--- config.mk ---
export PLATFORM = sky130hd
export DESIGN_NAME = alarm_tone_gen
export DESIGN_NICKNAME = d
export VERILOG_FILES = /design/src/rtl/alarm_pkg.sv /design/src/rtl/tone_osc.sv /design/src/rtl/alarm_tone_gen.sv
export SDC_FILE = /design/constraint.sdc
export NUM_CORES = 1
export LEC_CHECK = 0
export ABC_CLOCK_PERIOD_IN_PS = 2800
export CORE_UTILIZATION = 61
export DETAILED_ROUTE_END_ITERATION = 10
export PLACE_DENSITY_LB_ADDON = 0.08
export SYNTH_ARGS = -nofsm -noshare
export SYNTH_HDL_FRONTEND = slang
export SYNTH_SLANG_ARGS = --single-unit
--- constraint.sdc ---
create_clock -name clk -period 2.8 [get_ports clk]
set_clock_uncertainty 0.15 [all_clocks]
set_input_delay 0.56 -clock clk [delete_from_list [all_inputs] [get_ports clk]]
set_output_delay 0.56 -clock clk [all_outputs]
set_load 0.02 [all_outputs]
--- src/rtl/alarm_pkg.sv ---
// rtl/alarm_pkg.sv - state type, timing constant sets and sizing helpers for the alarm tone generator
package alarm_pkg;

    typedef enum logic [1:0] {
        IDLE  = 2'd0,
        BEEP  = 2'd1,
        GAP   = 2'd2,
        PAUSE = 2'd3
    } tone_state_t;

    // 100 MHz board timing: 2 kHz tone, 100 ms beeps and gaps, 500 ms pause
    localparam int unsigned DEF_TONE_HALF   = 25000;
    localparam int unsigned DEF_BEEP_CYC    = 10000000;
    localparam int unsigned DEF_GAP_CYC     = 10000000;
    localparam int unsigned DEF_BEEPS       = 4;
    localparam int unsigned DEF_PAUSE_CYC   = 50000000;
    localparam int unsigned DEF_TONE_HALF_B = 18750;

    // Small values so a whole pattern fits in a few hundred simulated cycles
    localparam int unsigned SIM_TONE_HALF   = 4;
    localparam int unsigned SIM_BEEP_CYC    = 40;
    localparam int unsigned SIM_GAP_CYC     = 20;
    localparam int unsigned SIM_BEEPS       = 3;
    localparam int unsigned SIM_PAUSE_CYC   = 100;
    localparam int unsigned SIM_TONE_HALF_B = 2;

    // Bits needed to hold 0..n-1, never less than one bit
    function automatic int unsigned clog2_min1(input int unsigned n);
        return (n <= 1) ? 1 : $clog2(n);
    endfunction

    function automatic int unsigned max2(input int unsigned a, input int unsigned b);
        return (a > b) ? a : b;
    endfunction

endpackage

--- src/rtl/tone_osc.sv ---
// rtl/tone_osc.sv - square-wave oscillator with selectable half-period, restarts high on each run
module tone_osc
    import alarm_pkg::*;
#(
    parameter int unsigned HALF_A = 4,
    parameter int unsigned HALF_B = 4
) (
    input  logic clk,
    input  logic rst,
    input  logic run,
    input  logic half,
    output logic tone_o
);

    localparam int unsigned HALF_MAX = max2(HALF_A, HALF_B);
    localparam int unsigned CNT_W    = clog2_min1(HALF_MAX);
    localparam logic [CNT_W-1:0] LAST_A = CNT_W'(HALF_A - 1);
    localparam logic [CNT_W-1:0] LAST_B = CNT_W'(HALF_B - 1);

    logic [CNT_W-1:0] tone_cnt_q, tone_cnt_d;
    logic [CNT_W-1:0] last_cnt;
    logic             tone_q, tone_d;
    logic             run_q, run_d;

    assign last_cnt = half ? LAST_B : LAST_A;
    assign tone_o   = tone_q;

    // Rising run starts a fresh high half-period; held run toggles at the end of each half-period
    always_comb begin
        run_d      = run;
        tone_d     = 1'b0;
        tone_cnt_d = '0;
        if (run) begin
            if (!run_q) begin
                tone_d     = 1'b1;
                tone_cnt_d = '0;
            end else if (tone_cnt_q == last_cnt) begin
                tone_d     = ~tone_q;
                tone_cnt_d = '0;
            end else begin
                tone_d     = tone_q;
                tone_cnt_d = tone_cnt_q + CNT_W'(1);
            end
        end
    end

    // Oscillator state registers
    always_ff @(posedge clk or posedge rst) begin
        if (rst) begin
            tone_cnt_q <= '0;
            tone_q     <= 1'b0;
            run_q      <= 1'b0;
        end else begin
            tone_cnt_q <= tone_cnt_d;
            tone_q     <= tone_d;
            run_q      <= run_d;
        end
    end

endmodule

--- src/rtl/alarm_tone_gen.sv ---
// rtl/alarm_tone_gen.sv - beep/gap/pause alarm pattern generator; ALARM_TWO_TONE_EN alternates tone per beep
module alarm_tone_gen
    import alarm_pkg::*;
#(
    parameter int unsigned TONE_HALF   = DEF_TONE_HALF,
    parameter int unsigned BEEP_CYC    = DEF_BEEP_CYC,
    parameter int unsigned GAP_CYC     = DEF_GAP_CYC,
    parameter int unsigned BEEPS       = DEF_BEEPS,
    parameter int unsigned PAUSE_CYC   = DEF_PAUSE_CYC,
    parameter int unsigned TONE_HALF_B = DEF_TONE_HALF_B
) (
    input  logic                          clk,
    input  logic                          rst,
    input  logic                          aud_en,
    output logic                          pwm_o,
    output logic                          aud_sd_o,
    output logic                          active_o,
    output logic [clog2_min1(BEEPS)-1:0]  beep_idx_o
);

    localparam int unsigned BIDX_W = clog2_min1(BEEPS);
    localparam int unsigned PH_MAX = max2(max2(BEEP_CYC, GAP_CYC), PAUSE_CYC);
    localparam int unsigned PH_W   = clog2_min1(PH_MAX);

    localparam logic [PH_W-1:0]   BEEP_LAST  = PH_W'(BEEP_CYC - 1);
    localparam logic [PH_W-1:0]   GAP_LAST   = PH_W'(GAP_CYC - 1);
    localparam logic [PH_W-1:0]   PAUSE_LAST = PH_W'(PAUSE_CYC - 1);
    localparam logic [BIDX_W-1:0] BIDX_LAST  = BIDX_W'(BEEPS - 1);

    if (TONE_HALF == 0 || BEEP_CYC == 0 || GAP_CYC == 0 || BEEPS == 0 ||
        PAUSE_CYC == 0 || TONE_HALF_B == 0) begin : g_bad_params
        $error("alarm_tone_gen: cycle parameters and BEEPS must all be at least 1");
    end

    tone_state_t       state_q, state_d;
    logic [PH_W-1:0]   phase_cnt_q, phase_cnt_d;
    logic [BIDX_W-1:0] beep_idx_q, beep_idx_d;
    logic              active_q, active_d;
    logic              tone_run;
    logic              tone_sel;

    // Pattern sequencing; a dropped request beats every other transition
    always_comb begin
        state_d     = state_q;
        phase_cnt_d = phase_cnt_q + PH_W'(1);
        beep_idx_d  = beep_idx_q;
        unique case (state_q)
            IDLE: begin
                phase_cnt_d = '0;
                beep_idx_d  = '0;
                if (aud_en) begin
                    state_d = BEEP;
                end
            end
            BEEP: begin
                if (phase_cnt_q == BEEP_LAST) begin
                    state_d     = GAP;
                    phase_cnt_d = '0;
                end
            end
            GAP: begin
                if (phase_cnt_q == GAP_LAST) begin
                    phase_cnt_d = '0;
                    if (beep_idx_q == BIDX_LAST) begin
                        state_d = PAUSE;
                    end else begin
                        state_d    = BEEP;
                        beep_idx_d = beep_idx_q + BIDX_W'(1);
                    end
                end
            end
            PAUSE: begin
                if (phase_cnt_q == PAUSE_LAST) begin
                    state_d     = BEEP;
                    phase_cnt_d = '0;
                    beep_idx_d  = '0;
                end
            end
            default: begin
                state_d     = IDLE;
                phase_cnt_d = '0;
                beep_idx_d  = '0;
            end
        endcase
        if (state_q != IDLE && !aud_en) begin
            state_d     = IDLE;
            phase_cnt_d = '0;
            beep_idx_d  = '0;
        end
        active_d = (state_d != IDLE);
    end

    // Oscillator runs from next state so pwm_o is registered and high on the first beep cycle
    assign tone_run = (state_d == BEEP);

`ifdef ALARM_TWO_TONE_EN
    localparam int unsigned HALF_B_EFF = TONE_HALF_B;
    assign tone_sel = beep_idx_d[0];
`else
    localparam int unsigned HALF_B_EFF = TONE_HALF;
    assign tone_sel = 1'b0;
`endif

    tone_osc #(
        .HALF_A (TONE_HALF),
        .HALF_B (HALF_B_EFF)
    ) u_tone_osc (
        .clk    (clk),
        .rst    (rst),
        .run    (tone_run),
        .half   (tone_sel),
        .tone_o (pwm_o)
    );

    // Pattern state registers
    always_ff @(posedge clk or posedge rst) begin
        if (rst) begin
            state_q     <= IDLE;
            phase_cnt_q <= '0;
            beep_idx_q  <= '0;
            active_q    <= 1'b0;
        end else begin
            state_q     <= state_d;
            phase_cnt_q <= phase_cnt_d;
            beep_idx_q  <= beep_idx_d;
            active_q    <= active_d;
        end
    end

    // Amplifier stays enabled through gaps and pauses
    assign active_o   = active_q;
    assign aud_sd_o   = active_q;
    assign beep_idx_o = beep_idx_q;

endmodule
After elaboration in Yosys (flattened, before gate mapping)
Index checks and enable logic that the tools add are counted.
{"block": "op_classes", "bitwise_logic": 1, "n_mux": 22, "reduce_logical": 8, "add_sub_neg": 3, "n_eq_ne": 12}
{"op": "$mux W26", "n": 3}
{"op": "$pmux W26 S3", "n": 1}
{"op": "$mux W15", "n": 3}
{"op": "$add A26 B1 Y26 const B", "n": 1}
{"op": "$eq A26 B24 Y1 const B", "n": 1}
{"op": "$eq A26 B26 Y1 const B", "n": 1}
{"op": "$mux W2", "n": 10}
{"op": "$add A15 B1 Y15 const B", "n": 1}
{"op": "$eq A15 B15 Y1 const B", "n": 1}
{"op": "$ne A3 B3 Y1 const B", "n": 4}
{"op": "$pmux W2 S4", "n": 1}
{"op": "$eq A2 B2 Y1 const B", "n": 3}
{"op": "$pmux W2 S3", "n": 1}
{"op": "$eq A2 B1 Y1 const B", "n": 2}
{"op": "$reduce_and A4 Y1", "n": 1}
{"op": "$reduce_bool A2 Y1", "n": 2}
{"op": "$reduce_bool A4 Y1", "n": 1}
{"op": "$mux W1", "n": 3}
{"op": "$add A2 B1 Y2 const B", "n": 1}
{"op": "$logic_not A2 Y1", "n": 1}
{"op": "$reduce_or A2 Y1", "n": 1}
{"op": "$logic_and A1 B1 Y1", "n": 1}
{"op": "$logic_not A1 Y1", "n": 1}
{"op": "$not A1 Y1", "n": 1}
{"block": "totals", "out_inout_bits": 5, "inputBits": 3, "word_cells": 53, "ff_bits": 48}

Depth between registers and ports, before layout
Gate-level depths: netlist (run 1).
{"block": "logic_depth", "depth_word": 7, "depth_mapped": 8, "mapped_depth_nobuf": 7}

Modules after synthesis
A second synthesis (run 1) with hierarchy kept.
{"block": "hier_totals", "hier_cells": 261, "hier_area_um2": 2558.7}
{"mod": "alarm_tone_gen", "seq_area_each_um2": 775.7, "area_per_inst_um2": 1764.2, "instances": 1, "cells_per_inst": 183}
{"mod": "tone_osc", "seq_area_each_um2": 425.4, "area_per_inst_um2": 794.5, "instances": 1, "cells_per_inst": 78}

Least setup slack after synthesis (run 1)
Ideal clock, no wire load.
{"block": "synth_timing", "path_kind": "register -> register", "from": "reg phase_cnt_q[21]", "to": "reg u_tone_osc.tone_cnt_q[5]", "arrival_time_ns": 2.146, "period_less_slack_ns": 2.377, "slack_ns": 0.423, "setup_ns": 0.081, "path_stages_with_launch": 8, "t_required_ns": 2.569, "n_path_buf": 2, "path_cell_list": "dfrtp_1 > or4b_4 > or2_4 > o32a_1 > o221a_1 > buf_6 > buf_6 > nor3_2"}
{"block": "synth_via", "elab_chain_len": 6, "elab_cells_between_ends": 9, "classes_between": "eq/ne (3); mux (6)"}
{"element": "start, declared", "line": "alarm_tone_gen.sv:36", "source": "logic [PH_W-1:0] phase_cnt_q, phase_cnt_d;"}
{"element": "start signal, assigned", "line": "alarm_tone_gen.sv:124", "source": "phase_cnt_q <= phase_cnt_d;"}
{"element": "$eq A26 B26 Y1 / $eq A26 B24 Y1 (equally long branches)", "line": "alarm_tone_gen.sv:73, alarm_tone_gen.sv:56, alarm_tone_gen.sv:62"}
{"element": "$mux W2 (on tied branches)", "line": "alarm_tone_gen.sv:73, alarm_tone_gen.sv:56, alarm_tone_gen.sv:62"}
{"element": "$pmux W2 S4 (*)", "line": "alarm_tone_gen.sv:47", "source": "unique case (state_q)"}
{"element": "$mux W2 (*)", "line": "alarm_tone_gen.sv:85", "source": "if (state_q != IDLE && !aud_en) begin"}
{"element": "$eq A2 B1 Y1 (*)", "line": "alarm_tone_gen.sv:94", "source": "assign tone_run = (state_d == BEEP);"}
{"element": "$mux W15 (*)", "line": "tone_osc.sv:33", "source": "if (run) begin"}
{"element": "named net u_tone_osc.tone_cnt_d[5]", "line": "tone_osc.sv:20", "source": "logic [CNT_W-1:0] tone_cnt_q, tone_cnt_d;"}
{"element": "end signal, assigned", "line": "tone_osc.sv:54", "source": "tone_cnt_q <= tone_cnt_d;"}
{"element": "end, declared", "line": "tone_osc.sv:20"}
The timed path passes the listed nets; every way through them passes the cells marked *.
A chain may end at the register's enable or synchronous reset.

Worst setup path after layout (run 1)
{"block": "layout_timing", "from": "reg phase_cnt_q[21]", "to": "reg u_tone_osc.tone_cnt_q[9]"}
The elaborated chain is that of the path after synthesis.

==> results.txt, run 1 <==
outcome: completed
sequential share of power: 0.461
crit start category: flip-flop
flop2flop setup slack: 160 ps
Power, Total: 0.00165 W
commonest non-fill, non-tap cells in the layout: 48 x dfrtp_1, 33 x nor2_1, 25 x nand2_1
clk_lat worst skew: 310 ps
HP Start: u_tone_osc.tone_cnt_q[0]$_DFF_PP0_
Final WS setup: 161 ps
Reg area: 1200 sq um
die area: 4800 sq um
WL met2: 2.51 mm
filler instances: 349
crit path kind: flip-flop to flip-flop
I/O Buffers: 7
Sum Neg Setup Slack: 0 ps
post-place setup slack: 117 ps
Total GRT Usage: 0.242
post-route DRC violation count: 0
Pleak: 1.20 nW
max-slew violations: 0
PD cells: 553 nW/um^2
IO Pins: 8
final wirelength: 5.23 mm
Synth Flop Type: dfrtp_1
met3 routed WL: 172 um
vias per inst: 5.95
ys async rst share: 1.00
Cell variety after synth: 50
Comb power frac: 0.238
Sw Ratio: 0.303
Hold Path Class: flip-flop to flip-flop
number of synthesized flops with an enable pin: 0
Post-Syn Area: 2760 sq um
routed via count: 2,066
slowest stage delay, CP: 570 ps
share of layout cells above drive strength 1: 0.132
Root Buffer: clkbuf_8
P&R area growth vs syn: 8.15%
Buf+Inv Stages, Crit Path: 1
Final ANT Viol Nets: 0
RSZ-0062 raised after global routing: false
max_cap viols: 0
max layer used: met4
most common cell after layout, fill and taps aside: dfrtp_1
HPWL Detailed: 3.56 mm
syn_nets: 295
Pre-antenna DRT Iters: 4
Area after DPL: 2880 sq um
Crit path required time: 2890 ps
period utilization: 0.943
core area: 4350 sq um
Reg clk slew, reported paths: 90 ps
Post-CTS Setup Repair Bufs: 0
fin crit period: 2640 ps
final hold vios: 0
Worst Hold Endpoint: u_tone_osc.tone_cnt_q[0]$_DFF_PP0_
final number of setup-violating endpoints: 0
clk buf depth: 2
Die H: 69.3 um
first-pass GRT wire length: 9.18 mm
initial drt markers: 152
pin count of the biggest net entering global routing: 27
Cell Chain, Critical Path: or4b_4, or4_1, o22ai_1, nand2_2, buf_4, nor3_2
total grt overflow: 0
worst hold slack: 342 ps
Resized cells post-CTS: 0
FF-to-FF path depth: 6
CTS H-tree depth: 2
crit end category: flip-flop
FMAX: 379 MHz
arrival time at the worst endpoint: 2720 ps
cell row count: 24
slew margin rel.: 0.669
hold-fix buffers at CTS: 0
RePlAce Congestion: 0.841
yosys warns: 0
TritonCTS Buffers: 5
delay-heaviest family, CP: simple AND/OR/NAND/NOR gates
CTS Sinks: 48
Die X: 69.3 um
Clk pwr share: 0.301
flops & latches, synth: 48
met1 WL: 2.45 mm
average size of a mapped cell: 9.73 sq um
antenna fix cells: 0
switching power: 0.000501 W
Hold Path Depth: 1
r2r endpoint: u_tone_osc.tone_cnt_q[9]$_DFF_PP0_
critical path peak fanout: 14
Crit Reg-Reg Startpoint: phase_cnt_q[21]$_DFF_PP0_
VDD IR max: 0.000357 V
vias in the first global route: 1,948
Initial Utilization: 0.635
nets@finish: 305
P_int: 0.00115 W
slowest cell on the critical path: or4b_4
initial antenna violation count: 0
Post-Synthesis Cells: 284
fin area: 2990 sq um
sequential share of the synthesized area: 0.435
worst-margin pin slew: 495 ps
WL per Instance: 15.1 um
CTS tree: yes
Multi-input gate area: 1460 sq um
[worst max-delay path by stage]
stage                                          from                                   to  slack (ps)  cells after the start
final                     phase_cnt_q[21]$_DFF_PP0_   u_tone_osc.tone_cnt_q[9]$_DFF_PP0_         160                      6
after global routing      phase_cnt_q[16]$_DFF_PP0_   u_tone_osc.tone_cnt_q[2]$_DFF_PP0_          30                      6
after CTS                 phase_cnt_q[21]$_DFF_PP0_  u_tone_osc.tone_cnt_q[10]$_DFF_PP0_         150                      6
after detailed placement                     aud_en  u_tone_osc.tone_cnt_q[10]$_DFF_PP0_         120                      7
after global placement                       aud_en  u_tone_osc.tone_cnt_q[11]$_DFF_PP0_         170                      7
after floorplan           phase_cnt_q[21]$_DFF_PP0_   u_tone_osc.tone_cnt_q[5]$_DFF_PP0_         420                      7
[synthesized netlist by cell type (2+ instances only)]
cell / instances / area (sq um)
nor4b_2: 2 / 30.0
nand4_1: 10 / 62.6
ha_1: 8 / 100
or3_1: 3 / 18.8
nor2b_1: 2 / 12.5
buf_2: 2 / 10.0
buf_6: 3 / 33.8
nand2b_1: 2 / 12.5
and4_1: 3 / 26.3
nor4_1: 10 / 62.6
nor3_1: 14 / 70.1
nor3_2: 10 / 100
nor3b_1: 2 / 15.0
or3b_2: 2 / 17.5
xor2_1: 18 / 158
and3_1: 3 / 18.8
nand4b_1: 3 / 26.3
inv_1: 10 / 37.5
or4b_2: 2 / 20.0
nand2_1: 25 / 93.8
nor2_1: 33 / 124
or2_2: 2 / 12.5
a21oi_1: 3 / 15.0
nor4bb_1: 2 / 20.0
dfrtp_1: 48 / 1200
clkbuf_1: 4 / 15.0
nand3_1: 16 / 80.1
xnor2_1: 20 / 175
[registers in the layout, indices dropped and copies added, names as in the netlist]
register and count:
active_o 1, beep_idx_o 2, phase_cnt_q 26, state_q 2
u_tone_osc.run_q 1, u_tone_osc.tone_cnt_q 15, u_tone_osc.tone_o 1
[final cells by class]
cell class | count | area share
Clock inverter | 3 | 0.0142
Clock buffer | 5 | 0.0230
Multi-Input combinational cell | 216 | 0.488
Tap cell | 52 | 0.0218
Inverter | 10 | 0.0126
Timing Repair Buffer | 13 | 0.0385
Sequential cell | 48 | 0.402
[metal layers]
layer | vias to the layer above | global-route usage
li1 | 1018 | -
met4 | 0 | 0.0952
met3 | 7 | 0.0509
met1 | 1000 | 0.333
met2 | 41 | 0.376
met5 | - | 0
[stage by stage]
stage,instances,util
after floorplan,284,-
after global placement,339,0.661
after detailed placement,339,0.661
after CTS,347,0.686
after global routing,347,0.686
final,347,0.686
[cell families after synthesis]
group,count (synthesis),share of synthesized area
adder cells (fa/ha/maj),8,0.0362
XOR/XNOR,38,0.120
AO/OA/AOI/OAI,14,0.0426
buffers and inverters,20,0.0376
flip-flops,48,0.435
AND/OR/NAND/NOR,156,0.329
[power groups by stage]
| stage | combinational [W] | sequential (W) | clock, W |
|---|---|---|---|
| 2_1_floorplan | 0.000291 | 0.000787 | 0 |
| 3_3_place_gp | 0.000394 | 0.000774 | 0 |
| 3_5_place_dp | 0.000395 | 0.000776 | 0 |
| 4_1_cts | 0.000397 | 0.000763 | 0.000512 |
| 5_1_grt | 0.000437 | 0.000769 | 0.000542 |
| 6_report | 0.000394 | 0.000762 | 0.000498 |
No activity file was read; power rests on OpenSTA's default activity.
==> run 2, diff against run 1 <==
- CAP_MARGIN: not set -> 20
==> results of run 2 <==
Final layout, timing and power as in run 1 (identical DEF).
